$ cat src/rtl/multicycle_alu_pkg.sv
// Shared definitions for the multicycle ALU: word width, opcodes, flag bit
// positions and FSM state encoding.
package multicycle_alu_pkg;

  localparam int WORD = 64;

  typedef enum logic [1:0] {
    OP_ADD = 2'b00,
    OP_SUB = 2'b01,
    OP_MUL = 2'b10,
    OP_ADC = 2'b11
  } op_e;

  // Bit positions inside the {N,Z,C,V} flag vector
  localparam int FLAG_N = 3;
  localparam int FLAG_Z = 2;
  localparam int FLAG_C = 1;
  localparam int FLAG_V = 0;

  typedef enum logic [1:0] {
    ST_IDLE = 2'b00,
    ST_MUL  = 2'b01,
    ST_DONE = 2'b10
  } state_e;

endpackage

$ cat src/rtl/multicycle_alu_carry_adder.sv
// WIDTH-bit adder with carry in/out, shared by the single-cycle ops and the
// multiply accumulate step.
module carry_adder
  import multicycle_alu_pkg::*;
#(
  parameter int WIDTH = WORD
) (
  input  logic [WIDTH-1:0] a,
  input  logic [WIDTH-1:0] b,
  input  logic             carry_in,
  output logic [WIDTH-1:0] sum,
  output logic             carry_out
);

  assign {carry_out, sum} = {1'b0, a} + {1'b0, b} + {{WIDTH{1'b0}}, carry_in};

endmodule

$ cat src/rtl/multicycle_alu.sv
// Multicycle ALU: ADD/SUB/ADC complete in one cycle, MUL is a shift-add
// over WIDTH cycles; results and NZCV flags are registered on entry to DONE.
module multicycle_alu
  import multicycle_alu_pkg::*;
#(
  parameter int WIDTH = WORD
) (
  input  logic             clk,
  input  logic             reset,
  input  logic             start_in,
  input  logic [1:0]       op_in,
  input  logic [WIDTH-1:0] a_in,
  input  logic [WIDTH-1:0] b_in,
  output logic [WIDTH-1:0] result_out,
  output logic [3:0]       flags_out,
  output logic             busy_out,
  output logic             done_out
);

  localparam int CW = $clog2(WIDTH) + 1;
  localparam logic [CW-1:0] LAST_ITER = CW'(WIDTH - 1);

  state_e           state_r, state_s;
  op_e              op_s;
  logic [WIDTH-1:0] a_r, b_r, prod_r, result_r;
  logic [3:0]       flags_r;
  logic [CW-1:0]    cnt_r;
  logic [WIDTH-1:0] add_x_s, add_y_s, sum_s;
  logic             add_ci_s, add_co_s;
  logic [3:0]       arith_flags_s, mul_flags_s;

  assign op_s = op_e'(op_in);

  // Adder operand select: live inputs while idle, accumulate step in MUL
  always_comb begin
    add_x_s  = a_in;
    add_y_s  = b_in;
    add_ci_s = 1'b0;
    if (state_r == ST_MUL) begin
      add_x_s = prod_r;
      add_y_s = b_r[0] ? a_r : {WIDTH{1'b0}};
    end else begin
      case (op_s)
        OP_SUB:  begin
          add_y_s  = ~b_in;
          add_ci_s = 1'b1;
        end
        OP_ADC:  add_ci_s = flags_r[FLAG_C];
        default: add_ci_s = 1'b0;
      endcase
    end
  end

  carry_adder #(.WIDTH(WIDTH)) u_adder (
    .a         (add_x_s),
    .b         (add_y_s),
    .carry_in  (add_ci_s),
    .sum       (sum_s),
    .carry_out (add_co_s)
  );

  // V uses the possibly-inverted second operand, so SUB overflow falls out too
  assign arith_flags_s = {sum_s[WIDTH-1], (sum_s == {WIDTH{1'b0}}), add_co_s,
                          (add_x_s[WIDTH-1] == add_y_s[WIDTH-1]) &&
                          (sum_s[WIDTH-1] != add_x_s[WIDTH-1])};
  assign mul_flags_s   = {sum_s[WIDTH-1], (sum_s == {WIDTH{1'b0}}), 1'b0, 1'b0};

  // Next-state logic
  always_comb begin
    state_s = state_r;
    case (state_r)
      ST_IDLE: begin
        if (start_in) begin
          state_s = (op_s == OP_MUL) ? ST_MUL : ST_DONE;
        end else begin
          state_s = ST_IDLE;
        end
      end
      ST_MUL: begin
        if (cnt_r == LAST_ITER) begin
          state_s = ST_DONE;
        end else begin
          state_s = ST_MUL;
        end
      end
      ST_DONE: state_s = ST_IDLE;
      default: state_s = ST_IDLE;
    endcase
  end

  // State register
  always_ff @(posedge clk or posedge reset) begin
    if (reset) begin
      state_r <= ST_IDLE;
    end else begin
      state_r <= state_s;
    end
  end

  // Operand capture, multiply iteration and result/flag registers
  always_ff @(posedge clk or posedge reset) begin
    if (reset) begin
      a_r      <= {WIDTH{1'b0}};
      b_r      <= {WIDTH{1'b0}};
      prod_r   <= {WIDTH{1'b0}};
      cnt_r    <= {CW{1'b0}};
      result_r <= {WIDTH{1'b0}};
      flags_r  <= 4'b0000;
    end else begin
      case (state_r)
        ST_IDLE: begin
          if (start_in) begin
            a_r    <= a_in;
            b_r    <= b_in;
            prod_r <= {WIDTH{1'b0}};
            cnt_r  <= {CW{1'b0}};
            if (op_s != OP_MUL) begin
              result_r <= sum_s;
              flags_r  <= arith_flags_s;
            end
          end
        end
        ST_MUL: begin
          prod_r <= sum_s;
          a_r    <= a_r << 1;
          b_r    <= b_r >> 1;
          cnt_r  <= cnt_r + CW'(1);
          if (cnt_r == LAST_ITER) begin
            result_r <= sum_s;
            flags_r  <= mul_flags_s;
          end
        end
        default: begin
          cnt_r <= cnt_r;
        end
      endcase
    end
  end

  assign result_out = result_r;
  assign flags_out  = flags_r;
  assign busy_out   = (state_r != ST_IDLE);
  assign done_out   = (state_r == ST_DONE);

endmodule

$ cat config.mk
export PLATFORM = sky130hd
export DESIGN_NAME = multicycle_alu
export DESIGN_NICKNAME = d
export VERILOG_FILES = /design/src/rtl/multicycle_alu_pkg.sv /design/src/rtl/multicycle_alu_carry_adder.sv /design/src/rtl/multicycle_alu.sv
export SDC_FILE = /design/constraint.sdc
export NUM_CORES = 1
export LEC_CHECK = 0
export CAP_MARGIN = 20
export CORE_UTILIZATION = 40
export CTS_BUF_LIST = sky130_fd_sc_hd__clkbuf_2
export CTS_CLUSTER_DIAMETER = 40
export DETAILED_ROUTE_END_ITERATION = 12
export GPL_ROUTABILITY_DRIVEN = 0
export PLACE_DENSITY = 0.68
export SLEW_MARGIN = 20
export SYNTH_ARGS = -nofsm -noshare
export SYNTH_HDL_FRONTEND = slang
export SYNTH_SLANG_ARGS = --single-unit
$ cat constraint.sdc
create_clock -name clk -period 25.3 [get_ports clk]
set_input_delay 6.325 -clock clk [delete_from_list [all_inputs] [get_ports clk]]
set_output_delay 6.325 -clock clk [all_outputs]
set_load 0.03 [all_outputs]
# Word-level counts from Yosys, hierarchy flattened
# Index checks and enable logic that the tools add are counted.
# word_totals
input_bits,133
regBits,269
# op_classes
n_mux,26
addsub,3
reduce_logical,7
n_eq_ne,12
bitwise,1
# ops
operator,n
2-to-1 mux 64 bit,10
one-hot mux 64 bit (2 select lines),4
adder 64 x 64 -> 65 bit,1
adder 65 x 1 -> 65 bit,1
zero test 64 bit,1
inverter 64 bit,1
one-hot mux 7 bit (2 select lines),1
2-to-1 mux 4 bit,3
one-hot mux 4 bit (2 select lines),1
"adder 7 x 1 -> 7 bit, second input constant",1
"equality test 7 x 6 -> 1 bit, second input constant",1
2-to-1 mux 7 bit,1
"equality test 2 bit, second input constant",3
2-to-1 mux 2 bit,3
"!= test 2 bit, second input constant",3
"equality test 2 x 1 -> 1 bit, second input constant",2
one-hot mux 2 bit (2 select lines),1
AND reduction 4 bit,1
nonzero test 2 bit,2
zero test 2 bit,1
"!= test 2 x 1 -> 1 bit, second input constant",1
one-hot mux 1 bit (2 select lines),1
AND reduction 2 bit,1
equality test 1 bit,1
3 further kinds,3

# Longest topological paths before layout
# depth
ltp_word,10
mapped_depth,19
ltp_nobuf,17

# Hierarchy
# Synthesis repeated with hierarchy kept, for this count alone.
# hier_totals
cells_unflattened,1894
hier_area_um2,16693.5
# modules_own_cells
module,area_each_um2,instances,cells_per_inst,seq_area_each_um2
multicycle_alu,12937.4,1,1357,6706.4
carry_adder,3756.1,1,537,0.0

# Worst setup path before layout
# Ideal clock, no wire load.
# synth_timing
kind,input-to-reg
start,input port op_in[0]
end,register flags_r[2] (netlist: flags_out[2])
arrival_time_ps,10366
path_slack_ps,14869
path_stages,17
path_cell_list,nor2b_1 -> clkbuf_1 -> buf_1 -> xnor2_1 -> o21ai_0 -> ha_1 -> clkbuf_1 -> nand4_1 -> or4_1 -> a311oi_1 -> nor3_1 -> xor2_1 -> nor4bb_1 -> or4b_1 -> nor4_2 -> nand4_1 -> nand2_1
# synth_between
elab_chain_len,9
# synth_lines
element,line,source
start: declaration,multicycle_alu.sv:11,"input logic [1:0] op_in,"
equality test 2 x 1 -> 1 bit,multicycle_alu.sv:43,case (op_s)
2-to-1 mux 64 bit,multicycle_alu.sv:43,
2-to-1 mux 64 bit,multicycle_alu.sv:39,if (state_r == ST_MUL) begin
adder 64 x 64 -> 65 bit,multicycle_alu_carry_adder.sv:15,"assign {carry_out, sum} = {1'b0, a} + {1'b0, b} + {{WIDTH{1'b0}}, carry_in};"
adder 65 x 1 -> 65 bit,multicycle_alu_carry_adder.sv:15,
zero test 64 bit,"multicycle_alu.sv:63, multicycle_alu.sv:66",
2-to-1 mux 4 bit,multicycle_alu.sv:117,if (op_s != OP_MUL) begin
2-to-1 mux 4 bit,multicycle_alu.sv:112,if (start_in) begin
one-hot mux 4 bit (2 select lines),multicycle_alu.sv:110,case (state_r)
end signal: assignment,multicycle_alu.sv:119,flags_r <= arith_flags_s;
end signal: assignment,multicycle_alu.sv:130,flags_r <= mul_flags_s;
end: declaration,multicycle_alu.sv:26,logic [3:0] flags_r;
# Parallel ways exist; a longest one is shown, timed or not. The select of a mux whose other input is x is not followed.
# A chain may end at the register's enable or synchronous reset.

# Worst setup path after layout
# Ends and elaborated chain as after synthesis.

==> results by group <==
Clocking
  • Clock Latency Late Sink: 1020 ps
  • Hold-fix buffers, CTS: 0
  • H-Tree Level Count: 3
  • Setup repair bufs after CTS: 0
  • Post-cts resize count: 0
  • Clk buf depth: 3
  • Clock sinks: 268
  • CTS buffer count: 75
  • Root Buffer: clkbuf_2
  • CTS clk-pin slew, worst paths: 110 ps
  • CTS tree: yes

Cells and area
  • Area grow syn2layout: 17.1%
  • Filler instances: 4159
  • Fin cells: 2870
  • Final core occ: 47.8%
  • Share of cells above drive strength 1: 7.60%
  • Highest-count cells in the layout ignoring fill and taps: nand2_1, o21ai_0, dfrtp_1
  • Nets: 2473
  • Most common cell after layout, fill and taps aside: nand2_1

Global routing
  • Pin count of the biggest net entering global routing: 217
  • First-pass GRT wire length: 89.8 mm
  • GR Util All Layers: 25.8%
  • Global route overflow: 0
  • Initial antenna violation count: 1
  • Vias in the first global route: 16009

Route
  • Met1 Wirelength: 26.0 mm
  • DR pass1 iterations: 5
  • Post-route ant nets: 0
  • Vias: 16896
  • Met3 wire length: 4.16 mm
  • WL final: 56.8 mm
  • Via density: 5.89
  • First DRT Iteration DRCs: 1454
  • Top routing layer used: met4
  • Routed wire length per instance: 19.8 um
  • DRC Markers: 0
  • Detail Route met2 WL: 24.5 mm

Synth
  • Post-synth EDFFs: 0
  • Mapped cell area: 0.0173 sq mm
  • Cell taking the most area after synthesis: dfrtp_1
  • Synth Warn #: 0
  • Synth area leaders: dfrtp_1, nand2_1, o21ai_0, a22oi_1, ha_1
  • Seq cells post-synth: 268
  • Synth Instances: 2137
  • Async SR Flop Fraction: 100%
  • Syn Area/Cell: 8.07 sq um
  • Post-synth cell types: 83
  • Post-synth top area share: 38.9%
  • Ys flop type: dfrtp_1
  • Sequential fraction of the synthesis area: 38.9%
  • Synth Net Count: 2337

Run
  • Max Cap Viol: 0

Timing
  • Worst-Margin Slew: 1100 ps
  • Setup TNS Final: 0 ps
  • Clk_skew: 119 ps
  • Final min period: 10990 ps
  • Final max-slew violation count: 0
  • RSZ-0062 raised after global routing: false
  • Final setup vio count: 0
  • Rel. slew slack: 26.7%
  • Tcrit/Tclk final: 43.4%
  • Final worst setup slack: 14310 ps
  • Final hold viol count: 0
  • Fmax: 91.0 MHz

Pwr
  • VDD IR max: 0.0000785 V
  • Leak: 8.65 nW
  • Cell Pwr Density: 118 mW/mm^2

Floorplan
  • Row count: 75
  • Die H: 210 um
  • Area of the die: 0.0440 sq mm
  • Initial Utilization: 40.9%
  • Die width: 210 um
  • Core Area: 0.0422 sq mm
  • I/O pin total: 203

Critical path
  • R2r setup slk: 18740 ps
  • CP required: 26230 ps
  • Setup crit start kind: primary input
  • Arrival @ worst endpoint: 11910 ps
  • Crit end category: register
  • CP Class: primary input to register
  • Crit path max fanout: 35

Placement
  • DP HPWL: 40.2 mm
  • Placed Cells: 2735
  • Dpl ws: 13420 ps
  • Port Buffer Count: 202

Status
  • Status: complete, no violations

Hold path
  • Worst Hold Class: register to register
-- critical path, stage by stage --
cell and delay, ps:
clkdlybuf4s50_1 500, nor2b_4 140, buf_4 510, xnor2_1 140, a21oi_1 230, inv_1 90, fa_1 430, fa_1 410
nand2b_1 170, a21oi_1 380, o21a_1 320, a311oi_1 240, o311a_1 540, o41ai_1 500, xnor2_1 270, and3_1 280
and4b_1 230, nand4_1 90, nand2_1 90
-- final cells by class --
cell class	count	area [sq um]	share of cell area, %
clock inverter	24	120	0.595
multi-input combinational	1683	9860	48.8
tap	539	674	3.34
antenna	1	2.50	0.0124
timing repair buffer	216	2150	10.7
inverter	29	116	0.576
clock buffer	110	551	2.73
sequential	268	6720	33.3
-- power by group --
| group | switching, mW | internal [mW] | leakage, nW |
|---|---|---|---|
| logic | 0.860 | 0.466 | 4.74 |
| registers | 0.127 | 0.611 | 3.38 |
| clock network | 0.198 | 0.127 | 0.528 |
| total | 1.18 | 1.20 | 8.65 |
-- flip-flops by register name, summed over array words and instances, names as in the netlist --
register / cells
a_r: 64
b_r: 64
cnt_r: 7
flags_out: 3
prod_r: 64
result_out: 64
state_r: 2
-- Yosys cell counts, types with 7 or more instances --
master      n
nor3b_1     7
a21oi_1    88
o21ai_1    14
a211oi_1    9
a31oi_1     9
mux2_2     11
a21o_1     15
o21ai_0   315
dfrtp_1   268
buf_1      21
nand2_1   504
xnor2_1    91
a22o_1     21
a22oi_1   123
or3_1      10
ha_1       65
o21a_1     18
o21bai_1   16
o211ai_1    8
nand4_1    30
nor3_1     24
nor2b_1    10
and3_1     10
nand3_1    85
xor2_1     27
or2_2       7
inv_1      28
clkbuf_1  127
nor2_1     62
-- cell families after synthesis --
| kind of cell | count (synthesis) | share of synthesized area [%] |
|---|---|---|
| AND/OR/NAND/NOR | 788 | 20.0 |
| AO/OA/AOI/OAI | 696 | 25.0 |
| flip-flops | 268 | 38.9 |
| buffers and inverters | 186 | 4.20 |
| XOR/XNOR | 118 | 5.99 |
| adder cells (fa/ha/maj) | 67 | 4.95 |
| multiplexers | 14 | 0.892 |
-- per-stage QoR --
step	instance area [sq um]	power (mW)	hold slack, ps
after floorplan	17300	1.60	450
after global placement	19500	2.02	461
after detailed placement	19500	2.05	470
after CTS	20200	2.38	491
after global routing	20200	2.56	509
final	20200	2.39	484
-- worst paths after layout --
| kind | startpoint | end | depth (start not counted) |
|---|---|---|---|
| hold reg to reg | result_out[47]$_DFFE_PP0P_ | result_out[47]$_DFFE_PP0P_ | 2 |
| hold / removal | result_out[47]$_DFFE_PP0P_ | result_out[47]$_DFFE_PP0P_ | 2 |
| min in group asynchronous | reset | result_out[29]$_DFFE_PP0P_ | 2 |
| setup reg to reg | state_r[0]$_DFF_PP0_ | flags_out[2]$_DFFE_PP0P_ | 16 |
| max in group asynchronous | reset | state_r[1]$_DFF_PP0_ | 3 |
| setup / recovery | op_in[0] | flags_out[2]$_DFFE_PP0P_ | 19 |
-- routing by layer --
metal / vias up / GRT usage, %
met3: 132 / 4.44
met1: 8151 / 37.3
li1: 7902 / -
met5: - / 0
met4: 0 / 11.3
met2: 711 / 37.7
No activity file was read; power rests on OpenSTA's default activity.
